$ cat src/rtl/mac_t_gmii.sv
// GMII transmit MAC: pops a frame descriptor, then streams preamble, SFD, payload,
// zero pad up to MIN_FRAME, CRC-32 FCS and an inter-frame gap onto registered GMII.
module mac_t_gmii #(
  parameter int IFG_BYTES = 12,
  parameter int MIN_FRAME = 60
) (
  input  logic        clk,
  input  logic        rstn,
  input  logic        tx_enable,
  output logic        ptr_fifo_rd,
  input  logic [15:0] ptr_fifo_dout,
  input  logic        ptr_fifo_empty,
  output logic        data_fifo_rd,
  input  logic [7:0]  data_fifo_dout,
  output logic [7:0]  gmii_txd,
  output logic        gmii_tx_en,
  output logic        gmii_tx_er,
  output logic        frame_sent
);

  typedef enum logic [2:0] {IDLE, LEN, PRE, SFD, DATA, PAD, FCS, IFG} state_t;

  localparam logic [11:0] MIN_LEN  = 12'(MIN_FRAME);
  localparam logic [11:0] IFG_LAST = 12'(IFG_BYTES - 1);

  state_t      state_reg, state_next;
  logic [11:0] cnt_reg, cnt_next;
  logic [11:0] len_reg, len_next;
  logic [11:0] rd_left_reg, rd_left_next;
  logic [31:0] crc_reg, crc_next;
  logic        run_reg;
  logic [7:0]  txd_reg, txd_next;
  logic        tx_en_reg, tx_en_next;
  logic        ptr_rd_reg, ptr_rd_next;
  logic        data_rd_reg, data_rd_next;
  logic        sent_reg, sent_next;
  logic [31:0] fcs_word, fcs_shift;
  logic        unused_bits;

  function automatic logic [31:0] crc_byte(input logic [31:0] crc, input logic [7:0] d);
    logic [31:0] c;
    c = crc;
    for (int i = 0; i < 8; i++)
      c = (c[0] ^ d[i]) ? ((c >> 1) ^ 32'hEDB88320) : (c >> 1);
    return c;
  endfunction

  assign fcs_word    = ~crc_reg;
  assign fcs_shift   = fcs_word >> {cnt_reg[1:0] + 2'd1, 3'b000};
  assign unused_bits = ^ptr_fifo_dout[15:12];

  // Registered outputs describe the state being entered, so the wire shows the current phase.
  always_comb begin
    state_next   = state_reg;
    cnt_next     = cnt_reg;
    len_next     = len_reg;
    crc_next     = crc_reg;
    txd_next     = 8'h00;
    tx_en_next   = 1'b0;
    ptr_rd_next  = 1'b0;
    sent_next    = 1'b0;
    data_rd_next = 1'b0;
    rd_left_next = rd_left_reg;
    if (rd_left_reg != 12'd0) begin
      data_rd_next = 1'b1;
      rd_left_next = rd_left_reg - 12'd1;
    end
    case (state_reg)
      IDLE: if (run_reg && tx_enable && !ptr_fifo_empty) begin
        state_next  = LEN;
        ptr_rd_next = 1'b1;
      end
      LEN: begin
        len_next = ptr_fifo_dout[11:0];
        crc_next = 32'hFFFFFFFF;
        cnt_next = 12'd0;
        if (ptr_fifo_dout[11:0] == 12'd0) begin
          state_next = IDLE;
        end else begin
          state_next = PRE;
          tx_en_next = 1'b1;
          txd_next   = 8'h55;
        end
      end
      PRE: begin
        tx_en_next = 1'b1;
        // Reads start one cycle ahead so the FIFO latency is hidden behind SFD.
        if (cnt_reg == 12'd5) begin
          data_rd_next = 1'b1;
          rd_left_next = len_reg - 12'd1;
        end
        if (cnt_reg == 12'd6) begin
          state_next = SFD;
          txd_next   = 8'hD5;
          cnt_next   = 12'd0;
        end else begin
          txd_next = 8'h55;
          cnt_next = cnt_reg + 12'd1;
        end
      end
      SFD: begin
        state_next = DATA;
        tx_en_next = 1'b1;
        txd_next   = data_fifo_dout;
        crc_next   = crc_byte(crc_reg, data_fifo_dout);
        cnt_next   = 12'd0;
      end
      DATA: begin
        tx_en_next = 1'b1;
        if (cnt_reg == len_reg - 12'd1) begin
          cnt_next = 12'd0;
          if (len_reg < MIN_LEN) begin
            state_next = PAD;
            crc_next   = crc_byte(crc_reg, 8'h00);
          end else begin
            state_next = FCS;
            txd_next   = fcs_word[7:0];
          end
        end else begin
          cnt_next = cnt_reg + 12'd1;
          txd_next = data_fifo_dout;
          crc_next = crc_byte(crc_reg, data_fifo_dout);
        end
      end
      PAD: begin
        tx_en_next = 1'b1;
        if (cnt_reg == MIN_LEN - len_reg - 12'd1) begin
          state_next = FCS;
          txd_next   = fcs_word[7:0];
          cnt_next   = 12'd0;
        end else begin
          cnt_next = cnt_reg + 12'd1;
          crc_next = crc_byte(crc_reg, 8'h00);
        end
      end
      FCS: begin
        if (cnt_reg == 12'd3) begin
          state_next = IFG;
          cnt_next   = 12'd0;
          sent_next  = 1'b1;
        end else begin
          tx_en_next = 1'b1;
          txd_next   = fcs_shift[7:0];
          cnt_next   = cnt_reg + 12'd1;
        end
      end
      IFG: begin
        if (cnt_reg == IFG_LAST) begin
          state_next = IDLE;
          cnt_next   = 12'd0;
        end else begin
          cnt_next = cnt_reg + 12'd1;
        end
      end
      default: state_next = IDLE;
    endcase
  end

  always_ff @(posedge clk or negedge rstn) begin
    if (!rstn) begin
      state_reg   <= IDLE;
      cnt_reg     <= 12'd0;
      len_reg     <= 12'd0;
      rd_left_reg <= 12'd0;
      crc_reg     <= 32'hFFFFFFFF;
      run_reg     <= 1'b0;
      txd_reg     <= 8'h00;
      tx_en_reg   <= 1'b0;
      ptr_rd_reg  <= 1'b0;
      data_rd_reg <= 1'b0;
      sent_reg    <= 1'b0;
    end else begin
      state_reg   <= state_next;
      cnt_reg     <= cnt_next;
      len_reg     <= len_next;
      rd_left_reg <= rd_left_next;
      crc_reg     <= crc_next;
      run_reg     <= 1'b1;
      txd_reg     <= txd_next;
      tx_en_reg   <= tx_en_next;
      ptr_rd_reg  <= ptr_rd_next;
      data_rd_reg <= data_rd_next;
      sent_reg    <= sent_next;
    end
  end

  assign gmii_txd     = txd_reg;
  assign gmii_tx_en   = tx_en_reg;
  assign gmii_tx_er   = 1'b0;
  assign ptr_fifo_rd  = ptr_rd_reg;
  assign data_fifo_rd = data_rd_reg;
  assign frame_sent   = sent_reg;

endmodule

$ cat config.mk
export PLATFORM = sky130hd
export DESIGN_NAME = mac_t_gmii
export DESIGN_NICKNAME = d
export VERILOG_FILES = /design/src/rtl/mac_t_gmii.sv
export SDC_FILE = /design/constraint.sdc
export NUM_CORES = 1
export LEC_CHECK = 0
export ABC_CLOCK_PERIOD_IN_PS = 5600
export CAP_MARGIN = 20
export CORE_UTILIZATION = 40
export CTS_CLUSTER_DIAMETER = 60
export DETAILED_ROUTE_END_ITERATION = 16
export PLACE_DENSITY = 0.64
export SYNTH_ARGS = -nofsm -noshare
export SYNTH_HDL_FRONTEND = slang
export SYNTH_SLANG_ARGS = --single-unit
$ cat constraint.sdc
create_clock -name clk -period 5.6 [get_ports clk]
set_input_delay 1.68 -clock clk [delete_from_list [all_inputs] [get_ports clk]]
set_output_delay 1.68 -clock clk [all_outputs]
set_load 0.005 [all_outputs]
==> impl_metrics.py <==
metrics = {
    "place": {
        "gp_congestion": 0.9234,
        "dp_slack_ps": 900.4,
        "dp_hpwl_um": 11270,
        "placed_cells": 909,
        "numPortBuffers": 35,
    },
    "routing": {
        "antenna_left": 0,
        "vias": 5329,
        "drtPass1Iterations": 6,
        "routed_via_density": 5.742,
        "drt_iter0_drc": 505,
        "drc": 0,
        "drt_wl_total_um": 16050,
        "routedWlPerCell_um": 17.30,
    },
    "sta": {
        "skew_ps": 10.02,
        "fin_crit_sh": 0.7742,
        "finalHoldViolations": 0,
        "slew_headroom": 0.3638,
        "rsz0062_at_grt": "false",
        "tns_ps": 0,
        "setup_slack_ps": 1264,
        "slew_violations": 0,
        "max_freq_mhz": 230.7,
        "setup_violations": 0,
        "tightest_slew_ps": 947.4,
        "timing.final.crit_period_ps": 4336,
    },
    "clocking": {
        "clock-sinks": 84,
        "cts_setup_buffers": 0,
        "numCtsBuffers": 9,
        "cts_tree": "yes",
        "ctsHtreeMaxLevel": 3,
        "cts_hold_buf": 0,
        "cts-root-buf": "clkbuf_16",
        "clockBufferDepth": 2,
        "insertion_delay_ps": 350,
        "path_clk_slew_ps": 60,
        "cts.repair.resized": 0,
    },
    "pwr": {
        "power.leakage_nw": 2.684,
        "ir_worst_vdd_mv": 0.3100,
        "p_total_mw": 5.511,
        "cellPowerDensity_nw_per_um2": 760.0,
    },
    "layout": {
        "mostFrequentLayoutCells": "125 x xnor2_1, 62 x nor2_1, 52 x dfrtp_1",
        "multi_input_area_um2": 3963,
        "final_cell_count_no_fill": 928,
        "nNetsFinal": 749,
        "drive_gt1_frac": 0.1227,
        "n_fill_cell": 1459,
        "antenna_cells": 0,
        "fin_util": 0.4700,
        "seq_area_um2": 2142,
        "largest_reg_flops": 32,
        "area_delta_synth_final_pct": 13.12,
        "final_common_cell": "xnor2_1",
    },
    "logic_synthesis": {
        "ys_ff_latch": 84,
        "synth_flop_cell": "dfrtp_1",
        "synth.distinct_cells": 63,
        "async_reset_ff_frac": 1.000,
        "yosysSeqAreaShare": 0.3342,
        "synth_area_um2": 6410,
        "ys_warn_count": 0,
        "synth_nets": 739,
        "avgSynthCellArea_um2": 9.131,
        "synthCells": 702,
        "synth_enable_flop_cells": 0,
    },
    "global_routing": {
        "gr-usage-met1": 0.2967,
        "use_met2": 0.3103,
        "gr-max-usage-layer": "met2",
        "met3_usage": 0.02495,
        "track_usage": 0.2058,
        "grt-ovfl-total": 0,
        "antenna_found_initial": 0,
        "grt_start_max_net_pins": 85,
        "grt_pass1_wl_um": 26400,
        "grt_pass1_vias": 4987,
    },
    "worst_setup_path": {
        "crit_path_end_kind": "register",
        "ff2ff_path_depth": 8,
        "r2r_end": "cnt_reg[0]$_DFFE_PN0P_",
        "worst-setup-path-type": "primary input to register",
        "arrival_ps": 4590,
        "rr_startpoint": "len_reg[2]$_DFFE_PN0P_",
        "crit_required_ps": 5850,
        "crit_path_start_kind": "primary input",
        "r2r_setup_slack_ps": 2010,
        "cp_max_fo": 7,
    },
    "hold_path": {
        "min_path_type": "register to register",
        "hold_start": "crc_reg[18]$_DFFE_PN1P_",
        "min_to": "crc_reg[18]$_DFFE_PN1P_",
        "holdPathStages": 2,
    },
    "job": {
        "cap_viol_max_count": 0,
    },
    "die": {
        "dieArea_um2": 16540,
        "start_util": 0.4155,
        "core_area_um2": 15430,
        "placementRows": 45,
        "io_pins": 41,
        "die_y_um": 128.6,
        "die_w_um": 128.6,
    },
    "outcome": {
        "outcome": "finished clean",
    },
}
## Yosys cell counts (all sizes together), types with 6 or more instances
cell type	number	area (um^2)
or4	6	48.80
nor4	13	87.58
a21oi	39	195.2
nand2	40	152.6
nor3	15	75.07
xor2	37	324.1
clkbuf	28	105.1
dfrtp	52	1301
nand3	15	75.07
dfstp	32	840.8
ha	9	112.6
o21ai	31	155.1
mux2i	7	70.07
o22ai	7	43.79
o31ai	8	60.06
nor2	62	232.7
a211oi	7	52.55
mux2	10	120.1
o22a	7	61.31
inv	22	82.58
buf	19	120.1
and3	10	62.56
mux4	8	180.2
a221oi	27	236.5
a31oi	11	68.82
xnor2	125	1095
## cells by family (layout without fill, tap and decap cells)
kind of cell / Yosys count / after routing / synth area share
and+or+nand+nor: 188 / 188 / 0.1448
other: 2 / 2 / 0.001172
DFF: 84 / 84 / 0.3342
buffers and inverters: 71 / 86 / 0.04919
xor gates and xnor gates: 164 / 164 / 0.2286
adders and majority gates: 9 / 9 / 0.01757
AOI/OAI and AO/OA: 159 / 159 / 0.1667
muxes: 25 / 25 / 0.05778
## per-stage QoR
stage / instance area (um^2) / hold WS, ps
detailed placement: 6867 / 507.6
floorplan: 6410 / 490.7
global route: 7251 / 544.2
global placement: 6867 / 509.0
finish: 7251 / 516.4
CTS: 7184 / 517.1
## where the power goes
part / total [mW] / internal (mW) / switching [mW]
clock network: 0.641 / 0.400 / 0.241
registers: 1.38 / 0.931 / 0.446
logic: 3.49 / 1.65 / 1.84
total: 5.51 / 2.98 / 2.53
## worst max-delay path by stage
stage,endpoint,startpoint
3_5_place_dp,crc_reg[19]$_DFFE_PN1P_,data_fifo_dout[0]
4_1_cts,crc_reg[19]$_DFFE_PN1P_,data_fifo_dout[0]
2_1_floorplan,crc_reg[19]$_DFFE_PN1P_,data_fifo_dout[0]
3_3_place_gp,crc_reg[19]$_DFFE_PN1P_,data_fifo_dout[0]
5_1_grt,crc_reg[19]$_DFFE_PN1P_,data_fifo_dout[0]
6_report,crc_reg[19]$_DFFE_PN1P_,data_fifo_dout[0]
## critical path, cell delays in order
cell	delay (ps)
clkdlybuf4s50_1	440
xnor2_1	760
xnor2_1	320
xnor2_1	520
xnor2_1	250
xnor2_1	180
a221oi_1	320
a21oi_1	110
## metal layers
layer,vias up,part of all wire
met5,-,0
met4,0,0.024
met3,26,0.047
met2,163,0.45
met1,2626,0.48
li1,2514,-
## area by class of cell
class                      instances  share of cell area
clock buffer                      11             0.03348
clock inverter                     5             0.01035
inverter                          24             0.01242
multi-input combinational        547              0.5465
sequential                        84              0.2954
tap                              211             0.03641
timing repair buffer              46             0.06540
Power figures use the tool's default switching activity.
